==> config.mk <==
export PLATFORM = sky130hd
export DESIGN_NAME = btn_debounce
export DESIGN_NICKNAME = d
export VERILOG_FILES = /design/src/rtl/btn_debounce_pkg.sv /design/src/rtl/btn_debounce_sync_ff.sv /design/src/rtl/btn_debounce.sv
export SDC_FILE = /design/constraint.sdc
export NUM_CORES = 1
export LEC_CHECK = 0
export CELL_PAD_IN_SITES_DETAIL_PLACEMENT = 1
export CELL_PAD_IN_SITES_GLOBAL_PLACEMENT = 2
export CORE_MARGIN = 2
export CORE_UTILIZATION = 38
export CTS_BUF_LIST = sky130_fd_sc_hd__clkbuf_16
export DETAILED_ROUTE_END_ITERATION = 12
export PLACE_DENSITY = 0.75
export SETUP_SLACK_MARGIN = 0.5
export SLEW_MARGIN = 20
export SYNTH_ARGS = -nofsm -noshare
export SYNTH_HDL_FRONTEND = slang
export SYNTH_SLANG_ARGS = --single-unit
==> constraint.sdc <==
create_clock -name clk -period 2.4 [get_ports clk]
set_input_delay 0.36 -clock clk [delete_from_list [all_inputs] [get_ports clk]]
set_output_delay 0.36 -clock clk [all_outputs]
set_load 0.02 [all_outputs]
==> src/rtl/btn_debounce_pkg.sv <==
// Shared types and constants for the push-button debouncer.
// State encoding, board clock and default debounce time.
package btn_debounce_pkg;

  typedef enum logic [1:0] {
    IDLE_LOW   = 2'd0,
    CHECK_HIGH = 2'd1,
    IDLE_HIGH  = 2'd2,
    CHECK_LOW  = 2'd3
  } state_t;

  localparam int CLK_HZ      = 25_000_000;
  localparam int DEBOUNCE_MS = 10;

  // 10 ms at 25 MHz = 250000 cycles
  localparam int DEF_DEBOUNCE_CYCLES =
    (CLK_HZ / 1000) * DEBOUNCE_MS;

endpackage

==> src/rtl/btn_debounce_sync_ff.sv <==
// sync_ff: STAGES-deep flop chain for an asynchronous pin.
// Ports: clk, rst_n (async, active-low), i_d (raw), o_q (synced).
module sync_ff #(
  parameter int   STAGES  = 2,
  parameter logic RST_VAL = 1'b0
) (
  input  logic clk,
  input  logic rst_n,
  input  logic i_d,
  output logic o_q
);

  logic [STAGES-1:0] r_sync;

  always_ff @(posedge clk or negedge rst_n) begin
    if (!rst_n) begin
      r_sync <= {STAGES{RST_VAL}};
    end else begin
      r_sync <= {r_sync[STAGES-2:0], i_d};
    end
  end

  assign o_q = r_sync[STAGES-1];

endmodule

==> src/rtl/btn_debounce.sv <==
// btn_debounce: sync + stability FSM giving a clean level and edge pulses.
// Ports: clk, rst_n, btn_in (raw) -> level, rise, fall, busy (registered).
module btn_debounce
  import btn_debounce_pkg::*;
#(
  parameter int DEBOUNCE_CYCLES = DEF_DEBOUNCE_CYCLES,
  parameter int SYNC_STAGES     = 2,
  parameter bit ACTIVE_LOW      = 1'b0
) (
  input  logic clk,
  input  logic rst_n,
  input  logic btn_in,
  output logic level,
  output logic rise,
  output logic fall,
  output logic busy
);

  localparam int CW = $clog2(DEBOUNCE_CYCLES) + 1;
  localparam logic [CW-1:0] LAST = CW'(DEBOUNCE_CYCLES - 1);

  logic          w_sync;
  logic          w_s;
  state_t        r_state;
  state_t        w_state_nx;
  logic [CW-1:0] r_cnt;
  logic [CW-1:0] w_cnt_nx;
  logic          r_level;
  logic          r_rise;
  logic          r_fall;
  logic          r_busy;
  logic          w_level_nx;
  logic          w_rise_nx;
  logic          w_fall_nx;
  logic          w_busy_nx;

  // Reset loads the inactive pin value so s starts at 0.
  sync_ff #(
    .STAGES  (SYNC_STAGES),
    .RST_VAL (ACTIVE_LOW)
  ) u_sync (
    .clk   (clk),
    .rst_n (rst_n),
    .i_d   (btn_in),
    .o_q   (w_sync)
  );

  assign w_s = w_sync ^ ACTIVE_LOW;

  always_comb begin
    w_state_nx = r_state;
    w_cnt_nx   = '0;
    w_level_nx = r_level;
    w_rise_nx  = 1'b0;
    w_fall_nx  = 1'b0;
    unique case (r_state)
      IDLE_LOW: begin
        if (w_s) w_state_nx = CHECK_HIGH;
      end
      CHECK_HIGH: begin
        if (!w_s) begin
          w_state_nx = IDLE_LOW;
        end else if (r_cnt == LAST) begin
          w_state_nx = IDLE_HIGH;
          w_level_nx = 1'b1;
          w_rise_nx  = 1'b1;
        end else begin
          w_cnt_nx = r_cnt + 1'b1;
        end
      end
      IDLE_HIGH: begin
        if (!w_s) w_state_nx = CHECK_LOW;
      end
      CHECK_LOW: begin
        if (w_s) begin
          w_state_nx = IDLE_HIGH;
        end else if (r_cnt == LAST) begin
          w_state_nx = IDLE_LOW;
          w_level_nx = 1'b0;
          w_fall_nx  = 1'b1;
        end else begin
          w_cnt_nx = r_cnt + 1'b1;
        end
      end
    endcase
    w_busy_nx = (w_state_nx == CHECK_HIGH) ||
                (w_state_nx == CHECK_LOW);
  end

  always_ff @(posedge clk or negedge rst_n) begin
    if (!rst_n) begin
      r_state <= IDLE_LOW;
      r_cnt   <= '0;
      r_level <= 1'b0;
      r_rise  <= 1'b0;
      r_fall  <= 1'b0;
      r_busy  <= 1'b0;
    end else begin
      r_state <= w_state_nx;
      r_cnt   <= w_cnt_nx;
      r_level <= w_level_nx;
      r_rise  <= w_rise_nx;
      r_fall  <= w_fall_nx;
      r_busy  <= w_busy_nx;
    end
  end

  assign level = r_level;
  assign rise  = r_rise;
  assign fall  = r_fall;
  assign busy  = r_busy;

endmodule

**After elaboration in Yosys (flattened, before gate mapping)**

Index checks and enable logic that the tools add are counted.

- Register bits: 27
- Input bits: 3
- Word-level logic and storage cells: 43

- Add/sub/neg operators: 1
- Equality and inequality tests: 10
- Mux-type cells: 21
- Reductions and logical operators: 4

Operators by type and width:

| operator | count |
|---|---|
| 19-bit two-way mux | 3 |
| 19-bit one-hot mux with 2 select lines | 1 |
| 19-bit by 1-bit adder with 19-bit output, second input constant | 1 |
| 19-bit by 18-bit == test with 1-bit output, second input constant | 1 |
| 2-bit two-way mux | 6 |
| 1-bit two-way mux | 9 |
| 2-bit one-hot mux with 4 select lines | 1 |
| 2-bit == test, second input constant | 3 |
| 2-bit != test, second input constant | 3 |
| 5-bit AND reduction | 1 |
| 2-bit by 1-bit == test with 1-bit output, second input constant | 2 |
| 2-bit logical NOT | 1 |
| 2-bit by 1-bit != test with 1-bit output, second input constant | 1 |
| 1-bit one-hot mux with 2 select lines | 1 |
| 2-bit nonzero test | 1 |
| 1-bit logical OR | 1 |

**Logic depth before layout (Yosys ltp)**

Gate-level depths: netlist of the first run.

- Depth after elaboration: 6
- Mapped depth: 6

**Modules after synthesis**

A second synthesis of the first run with hierarchy kept.

- Cell total of the unflattened synthesis: 120
- Area, all modules: 1255.0 um^2

By module, submodules not included:

| module | instances | cells an instance | area each (um^2) | sequential area each (um^2) |
|---|---|---|---|---|
| btn_debounce | 1 | 118 | 1204.9 | 600.6 |
| sync_ff | 1 | 2 | 50.0 | 50.0 |

**Worst setup path after synthesis of the first run**

No wires, ideal clock.

- Path type: register to register
- Start point: reg r_cnt[0]
- End point: reg r_cnt[18]
- Setup time: 73 ps
- Arrival: 1835 ps
- Slack: 491 ps
- Cell stages (with the launch flop): 6
- Cell sequence: dfrtp_1 > ha_1 > nand2_1 > or4_4 > or4_4 > a21oi_2

- Word-level cells in the longest chain between the ends: 4
- Elaborated cells between the ends (all ways): 6
- Those cells by class: add/sub (1); eq/ne (1); mux (4)

RTL lines:

| element | RTL line | source |
|---|---|---|
| start: declaration | btn_debounce.sv:26 | `logic [CW-1:0] r_cnt;` |
| start signal: assignment | btn_debounce.sv:100 | `r_cnt <= w_cnt_nx;` |
| 19-bit by 1-bit adder with 19-bit output or 19-bit by 18-bit == test with 1-bit output (tied branches) | - |  |
| 19-bit two-way mux * | btn_debounce.sv:63, btn_debounce.sv:77 |  |
| 19-bit two-way mux (on tied branches) | btn_debounce.sv:75, btn_debounce.sv:61 |  |
| 19-bit one-hot mux with 2 select lines * | btn_debounce.sv:56 | `unique case (r_state)` |
| named net w_cnt_nx[18] | btn_debounce.sv:27 | `logic [CW-1:0] w_cnt_nx;` |

Mark *: on every way through the listed nets, which the timed path passes. The rest lies on a longest branch.
A chain may end at the register's enable or synchronous reset.

**Worst setup path in the final report of the first run**

- Start point: reg r_cnt[4]
- End point: reg r_state[1]

- Word-level cells in the longest chain between the ends: 4
- Elaborated cells between the ends (all ways): 6
- Those cells by class: eq/ne (1); mux (5)

RTL lines:

| element | RTL line | source |
|---|---|---|
| 19-bit by 18-bit == test with 1-bit output * | btn_debounce.sv:63, btn_debounce.sv:77 |  |
| 2-bit two-way mux (on tied branches) | btn_debounce.sv:77, btn_debounce.sv:63 |  |
| 2-bit two-way mux (on tied branches) | btn_debounce.sv:75, btn_debounce.sv:61 |  |
| 2-bit one-hot mux with 4 select lines * | btn_debounce.sv:56 |  |
| named net w_state_nx[1] | btn_debounce.sv:25 | `state_t w_state_nx;` |
| end signal: assignment | btn_debounce.sv:99 | `r_state <= w_state_nx;` |
| end: declaration | btn_debounce.sv:24 | `state_t r_state;` |

Marks and branches as above.

==> flow_summary.json, run 1 <==
{
  "grt-ovfl-total": 0,
  "fin_nets": 146,
  "io_pins": 7,
  "final_util": 0.494,
  "grt_max_degree": 27,
  "syn-num-nets": 123,
  "use_met2": 0.302,
  "cp_max_fo": 5,
  "maxCapViolCount": 0,
  "placed_cells": 171,
  "path_clk_slew_ns": 0.07,
  "grtUsageMet1": 0.230,
  "synth_flop_cell": "dfrtp_1",
  "power_density_nw_per_um2": 594,
  "worstRegToRegCells": 4,
  "crit_chain": "or4_1 -> or3_4 -> nand3b_4 -> mux2_2",
  "portBuffers": 6,
  "setup_viol": 0,
  "cp-end-kind": "flop",
  "num_vias": 975,
  "fmax_mhz": 525,
  "instances_no_fill": 187,
  "core_area_um2": 3310,
  "cts_buffers": 3,
  "place_congestion": 0.744,
  "synthDistinctLibCells": 40,
  "grt_setup_unrepaired": "true",
  "holdWs_ns": 0.358,
  "root_buffer": "clkbuf_16",
  "leakage_nw": 0.684,
  "areaGrowthSynthToFinish_pct": 26.4,
  "startpoint_type": "flop",
  "post_drt_wl_per_cell_um": 16.2,
  "worst_slew_pin_slew_ns": 0.461,
  "finalHoldViolCount": 0,
  "start_util": 0.390,
  "h-tree-depth": 1,
  "period_needed_ns": 1.91,
  "min_path_type": "reg -> reg",
  "drt_iter0_drc": 23,
  "hold_depth": 0,
  "grt_pass1_wl_um": 5310,
  "antenna_found_initial": 0,
  "syn_area_um2": 1290,
  "path_class": "reg -> reg",
  "arrival_ns": 2.06,
  "grt_pass1_vias": 1084,
  "cp.depth": 4,
  "cts.sinks": 26,
  "drc": 0,
  "n_antenna_cell": 0,
  "slew_violations": 0,
  "synth_edf_count": 0,
  "yosys_warnings": 0,
  "skew_ns": 0.00776,
  "status": "completed",
  "ant_nets": 0,
  "slowest_delay_ns": 0.53,
  "fp-row-count": 21,
  "grt_usage": 0.176,
  "synth_top_area_cell": "dfrtp_1",
  "synthArstFlopShare": 1.00,
  "cp_top_family": "simple AND/OR/NAND/NOR gates",
  "cts_tree": "done",
  "die_area_um2": 3880,
  "post-route-period-util": 0.794,
  "synth_seq_cells": 26,
  "drt_wl_total_um": 3040,
  "die_y_um": 62.3,
  "hold_buffers": 0,
  "grt_busiest_layer": "met2",
  "die_w_um": 62.3,
  "clk_latency_ns": 0.27,
  "synthCells": 119,
  "synth_top_area_frac": 0.503,
  "drive_above_1_share": 0.262,
  "cts_buffer_depth": 2,
  "vdd_drop_max_v": 0.000313,
  "syn-mean-instance-area_um2": 10.9,
  "vias_per_cell": 5.21,
  "cp.buffers_inverters": 0,
  "first_pass_iters": 3,
  "slowest_stage": "or4_1",
  "worst_ep_required_time_ns": 2.56,
  "yosys-top-cells-area": "dfrtp_1 (50%), xnor2_1 (7.5%), nor2_1 (4.6%), and3_1 (1.9%), nand3_1 (1.9%)",
  "dpl.hpwl_um": 1900,
  "slew_headroom": 0.692,
  "synth-seq-area-share": 0.503,
  "use_met3": 0.0290,
  "finalPower_mw": 0.970,
  "tns_ns": 0
}
-- final cells by class --
cell class | instances | area [um^2]
fillers | 368 | 1680
clock inverters | 1 | 30.0
repair buffers | 20 | 165
inverters | 5 | 18.8
multi-input cells | 86 | 631
flip-flops and latches | 26 | 657
clock buffers | 3 | 75.1
well taps | 46 | 57.6
-- Yosys cell counts (all sizes together), types with 2 or more instances --
cell / instances
dfrtp: 26
nor2: 16
xnor2: 11
nand3: 6
inv: 5
nand2: 5
and3: 4
nor3: 4
a21oi: 3
nor4: 3
o21ai: 3
or3: 3
or4: 3
and2: 2
buf: 2
mux2i: 2
nand4: 2
nor2b: 2
nor4b: 2
o221ai: 2
xor2: 2
-- layer usage --
layer  routed length [um]  vias to the layer above
met5                    0                        -
met4                   34                        0
met3                   46                        3
met2                 1560                        6
met1                 1400                      503
li1                     -                      463
-- report_power, final --
part           switching, mW  leakage (nW)  internal (mW)
Sequential           0.00399         0.347          0.442
Clock                  0.157        0.0511          0.332
Combinational         0.0205         0.286         0.0139
-- metrics by stage --
stage               area [um^2]  setup WS, ns
finish                     1630         0.494
CTS                        1590         0.480
detailed placement         1420         0.344
global route               1630         0.462
global placement           1420         0.418
floorplan                  1290         0.527
-- cell families (layout without fill, tap and decap cells) --
group / count (synthesis) / after routing / synth area share
xor gates and xnor gates: 13 / 13 / 0.0881
AOI/OAI and AO/OA: 11 / 11 / 0.0668
muxes: 3 / 3 / 0.0242
DFF: 26 / 26 / 0.503
adders and majority gates: 1 / 1 / 0.00968
and+or+nand+nor: 58 / 58 / 0.284
buffers and inverters: 7 / 29 / 0.0242
-- placed cells by master, fill, tap and decap left out, drive strengths merged, types with 3 or more instances in the layout --
cell and count:
a21oi 3, and3 4, buf 14, clkbuf 3
clkdlybuf4s50 6, dfrtp 26, inv 5, nand2 5
nand3 6, nor2 16, nor3 4, nor4 3
o21ai 3, or3 3, or4 3, xnor2 11
-- state kept, by name, summed over array words and instances (netlist names) --
name,flops
fall,1
r_state,2
r_cnt,19
level,1
u_sync.r_sync,2
rise,1
-- what timing repair did --
| action | in CTS | in global routing |
|---|---|---|
| setup endpoints to repair | 18 | 16 |
| setup buffers | 8 | 4 |
| resized for setup | 6 | 2 |
| pin swaps | 4 | 3 |
-- final timing paths --
| path | startpoint | to | slack [ns] |
|---|---|---|---|
| max reg2reg | r_cnt[4] | r_state[1] | 0.49 |
| min | u_sync.r_sync[0] | u_sync.r_sync[1] | 0.36 |
| min reg2reg | u_sync.r_sync[0] | u_sync.r_sync[1] | 0.36 |
| max | r_cnt[4] | r_state[1] | 0.49 |
| min in group asynchronous | rst_n | r_cnt[2] | 0.47 |
| max in group asynchronous | rst_n | r_cnt[4] | 1.65 |
(Power assumes the default switching activity.)
==> inputs of run 2 (changes only) <==
==> constraint.sdc (replaced) <==
create_clock -name clk -period 1.9 [get_ports clk]
set_input_delay 0.285 -clock clk [delete_from_list [all_inputs] [get_ports clk]]
set_output_delay 0.285 -clock clk [all_outputs]
set_load 0.02 [all_outputs]
==> flow_summary.json, run 2 (synthesis results as in run 1) <==
{
  "drt_wl_total_um": 3090,
  "worst_slew_pin_slew_ns": 0.449,
  "worst_ep_required_time_ns": 2.07,
  "start_util": 0.390,
  "status": "complete, but fails checks",
  "grt_pass1_wl_um": 5170,
  "fp-row-count": 21,
  "grt_setup_unrepaired": "true",
  "startpoint_type": "flop",
  "top_regs": "r_cnt x19, r_state x2, u_sync.r_sync x2",
  "die_area_um2": 3880,
  "clk_latency_ns": 0.26,
  "grt_max_degree": 27,
  "vdd_drop_max_v": 0.000310,
  "violations": "negative setup slack",
  "drc": 0,
  "use_met3": 0.0236,
  "fmax_mhz": 524,
  "finalHoldViolCount": 0,
  "arrival_ns": 2.08,
  "final_common_cell": "dfrtp_1",
  "dpl.hpwl_um": 2140,
  "post-route-period-util": 1.00,
  "cts_buffer_depth": 2,
  "ff2ff_setup_slack_ns": -0.009,
  "antenna_found_initial": 0,
  "portBuffers": 6,
  "skew_ns": 0.00222,
  "die_y_um": 62.3,
  "slew_violations": 0,
  "period_needed_ns": 1.91,
  "root_buffer": "clkbuf_16",
  "top_register": "r_cnt",
  "worstRegToRegCells": 5,
  "path_class": "reg -> reg",
  "finalPower_mw": 1.23,
  "die_w_um": 62.3,
  "use_met2": 0.300,
  "reg2reg_from": "r_cnt[4]",
  "final_util": 0.533,
  "leakage_nw": 0.746,
  "cts_buffers": 3,
  "path_clk_slew_ns": 0.07,
  "largest_register_ffs": 19,
  "maxCapViolCount": 0,
  "grt_usage": 0.172,
  "core_area_um2": 3310,
  "place_congestion": 0.729,
  "fin_nets": 152,
  "grtUsageMet1": 0.226,
  "setup_viol": 1,
  "cp-end-kind": "flop",
  "timing.rr.end": "fall",
  "fillers": 369,
  "io_pins": 7,
  "grt_busiest_layer": "met2",
  "num_vias": 993,
  "final_area_um2": 1770,
  "cp_max_fo": 4,
  "h-tree-depth": 1,
  "min_path_type": "reg -> reg",
  "drive_above_1_share": 0.367,
  "post_drt_wl_per_cell_um": 16.0,
  "first_pass_iters": 4,
  "hold_depth": 0,
  "slew_headroom": 0.700,
  "grt-ovfl-total": 0,
  "cts_tree": "done",
  "areaGrowthSynthToFinish_pct": 36.6,
  "ant_nets": 0,
  "holdWs_ns": 0.369,
  "vias_per_cell": 5.15,
  "power_density_nw_per_um2": 698,
  "grt_pass1_vias": 1056,
  "mostFrequentLayoutCells": "dfrtp_1 (26), buf_4 (17), xnor2_1 (11), nor2_4 (7)",
  "cts.sinks": 26,
  "n_antenna_cell": 0,
  "min_to": "u_sync.r_sync[1]",
  "layout_setup_ws_ns": -0.00928,
  "drt_iter0_drc": 35,
  "placed_area_um2": 1530,
  "hp-start": "u_sync.r_sync[0]"
}
run 2: repair_timing:
action / in CTS / in global routing
gates cloned: 0 / 0
buffers inserted: 1 / 2
hold buffers: 0 / 0
endpoints found under the setup margin: 27 / 23
gates resized for setup: 16 / 16
pin swaps: 2 / 0
run 2: how the worst max path moves through the flow:
stage              from  endpoint  slack [ns]  depth (start not counted)
4_1_cts        r_cnt[4]     level       0.008                          4
2_1_floorplan  r_cnt[4]     level        0.03                          4
5_1_grt        r_cnt[4]      fall       -0.06                          5
3_5_place_dp   r_cnt[4]     level        0.01                          4
3_3_place_gp   r_cnt[4]     level        0.05                          4
6_report       r_cnt[4]      fall      -0.009                          5
run 2: layer usage:
metal,vias up,share of wire
li1,478,-
met1,503,0.44
met2,9,0.54
met3,3,0.018
met4,0,0.0087
met5,-,0
run 2: per-stage QoR:
stage	setup TNS (ns)	worst slack [ns]	instances
2_1_floorplan	0	0.0270	119
3_3_place_gp	0	0.0473	186
3_5_place_dp	0	0.0109	186
4_1_cts	0	0.00770	191
5_1_grt	-0.120	-0.0646	193
6_report	-0.00928	-0.00928	193
run 2: worst max-delay path: stages, from the launching register on:
cell      delay, ns
dfrtp_1        0.39
or4_1          0.53
or3_4          0.38
nand3b_4       0.19
buf_4          0.15
nor3b_2        0.19
run 2: final cells by class:
class / instances / area [um^2] / area share
Multi-Input combinational cell: 86 / 717 / 0.406
Sequential cell: 26 / 651 / 0.369
Timing Repair Buffer: 26 / 216 / 0.123
Clock buffer: 3 / 75.1 / 0.0425
Tap cell: 46 / 57.6 / 0.0326
Clock inverter: 1 / 30.0 / 0.0170
Inverter: 5 / 18.8 / 0.0106
run 2: power by group:
group	internal, mW	leakage, nW	switching [mW]
registers	0.558	0.355	0.00535
clock network	0.419	0.0511	0.196
logic	0.0204	0.340	0.0328
==> inputs of run 3 (changes only) <==
--- a/config.mk
+++ b/config.mk
@@ -5,7 +5,8 @@
 export SDC_FILE = /design/constraint.sdc
 export NUM_CORES = 1
 export LEC_CHECK = 0
-export CELL_PAD_IN_SITES_DETAIL_PLACEMENT = 1
+export CAP_MARGIN = 20
+export CELL_PAD_IN_SITES_DETAIL_PLACEMENT = 0
 export CELL_PAD_IN_SITES_GLOBAL_PLACEMENT = 2
 export CORE_MARGIN = 2
 export CORE_UTILIZATION = 38
==> flow_summary.json, run 3 (synthesis results as in run 1) <==
{
  "top_register": "r_cnt",
  "die_y_um": 62.3,
  "cts_buffer_depth": 2,
  "holdWs_ns": 0.354,
  "post-route-period-util": 0.991,
  "slew_violations": 0,
  "setup_viol": 0,
  "dpl.hpwl_um": 1870,
  "fin_nets": 151,
  "crit_chain": "or4_4 -> or3_4 -> nand3b_4 -> a211o_1",
  "leakage_nw": 0.732,
  "antenna_found_initial": 0,
  "min_path_type": "reg -> reg",
  "path_clk_slew_ns": 0.06,
  "period_needed_ns": 1.88,
  "worst_slew_pin_slew_ns": 0.421,
  "startpoint_type": "flop",
  "layout_setup_ws_ns": 0.0179,
  "worstSetupStartpoint": "r_cnt[4]",
  "grt_max_degree": 27,
  "vias_per_cell": 5.19,
  "cts.sinks": 26,
  "instances_no_fill": 192,
  "worst_ep_required_time_ns": 2.05,
  "finalPower_mw": 1.23,
  "placed_cells": 186,
  "cts_tree": "done",
  "top_regs": "r_cnt x19, r_state x2, u_sync.r_sync x2",
  "cp.buffers_inverters": 0,
  "maxCapViolCount": 0,
  "final_util": 0.528,
  "finalHoldViolCount": 0,
  "slew_headroom": 0.719,
  "drc": 0,
  "n_antenna_cell": 0,
  "die_w_um": 62.3,
  "h-tree-depth": 1,
  "start_util": 0.390,
  "grt_pass1_wl_um": 4740,
  "areaGrowthSynthToFinish_pct": 35.3,
  "largest_register_ffs": 19,
  "power_density_nw_per_um2": 704,
  "path_class": "reg -> reg",
  "portBuffers": 6,
  "cp_max_fo": 4,
  "core_area_um2": 3310,
  "grt_setup_unrepaired": "true",
  "grt_pass1_vias": 1014,
  "cp_top_family": "simple AND/OR/NAND/NOR gates",
  "drt_wl_total_um": 2700,
  "ff2ff_setup_slack_ns": 0.02,
  "cts_buffers": 3,
  "drt_iter0_drc": 37,
  "grt_usage": 0.156,
  "fmax_mhz": 531,
  "final_common_cell": "dfrtp_1",
  "vdd_drop_max_v": 0.000402,
  "post_drt_wl_per_cell_um": 14.1,
  "pre_cts_ws_ns": 0.00896,
  "slowest_stage": "or4_4",
  "fillers": 309,
  "mostFrequentLayoutCells": "dfrtp_1 (26), buf_4 (16), xnor2_1 (11), nor2_4 (8)",
  "fp-row-count": 21,
  "drive_above_1_share": 0.363,
  "first_pass_iters": 4,
  "cp-end-kind": "flop",
  "reg2reg_from": "r_cnt[4]",
  "status": "completed",
  "place_congestion": 0.729,
  "grt-ovfl-total": 0,
  "ant_nets": 0,
  "skew_ns": 0.00182,
  "root_buffer": "clkbuf_16",
  "io_pins": 7,
  "hp-start": "u_sync.r_sync[0]",
  "num_vias": 996,
  "arrival_ns": 2.04,
  "clk_latency_ns": 0.26,
  "slowest_delay_ns": 0.53,
  "die_area_um2": 3880
}
[run 3: where the power goes]
part | internal [mW] | switching, mW
combinational | 0.0195 | 0.0321
clock | 0.420 | 0.198
sequential | 0.558 | 0.00400
total | 0.998 | 0.234
[run 3: per-layer routing]
metal  vias to the layer above  track usage  routed length (um)
li1                        478            -                   -
met3                         5       0.0236                  45
met4                         0       0.0750                  56
met1                       507        0.199                1230
met2                         6        0.260                1370
met5                         -            0                   0
[run 3: worst paths after layout]
| path | end | cells past startpoint |
|---|---|---|
| worst max-delay path | level | 4 |
| min in group asynchronous | r_cnt[12] | 2 |
| worst min-delay path | u_sync.r_sync[1] | 0 |
| max in group asynchronous | r_cnt[11] | 2 |
| worst max register to register | level | 4 |
| worst min register to register | u_sync.r_sync[1] | 0 |
[run 3: worst reg2reg max path, delay by kind of cell (launching register included)]
family	cells	cell delay, ns
simple gates	3	1.09
compound gates	1	0.29
flops	1	0.39
[run 3: stage by stage]
stage                     TNS [ns]  area (um^2)
final                            0         1750
after global routing       -0.0614         1750
after CTS                        0         1680
after detailed placement         0         1530
after global placement           0         1530
after floorplan                  0         1300
[run 3: area by class of cell]
class / count / area [um^2] / share of cell area
Clock inverter: 1 / 30.0 / 0.0172
Multi-Input combinational cell: 86 / 708 / 0.405
Tap cell: 46 / 57.6 / 0.0329
Clock buffer: 3 / 75.1 / 0.0429
Inverter: 5 / 18.8 / 0.0107
Sequential cell: 26 / 651 / 0.372
Timing Repair Buffer: 25 / 209 / 0.119
[run 3: what timing repair did]
action,CTS,global route
gates resized for setup,17,15
endpoints found under the hold margin,0,0
setup endpoints to repair,27,23
pin swaps,1,1
hold buffers,0,0
setup buffers,1,1
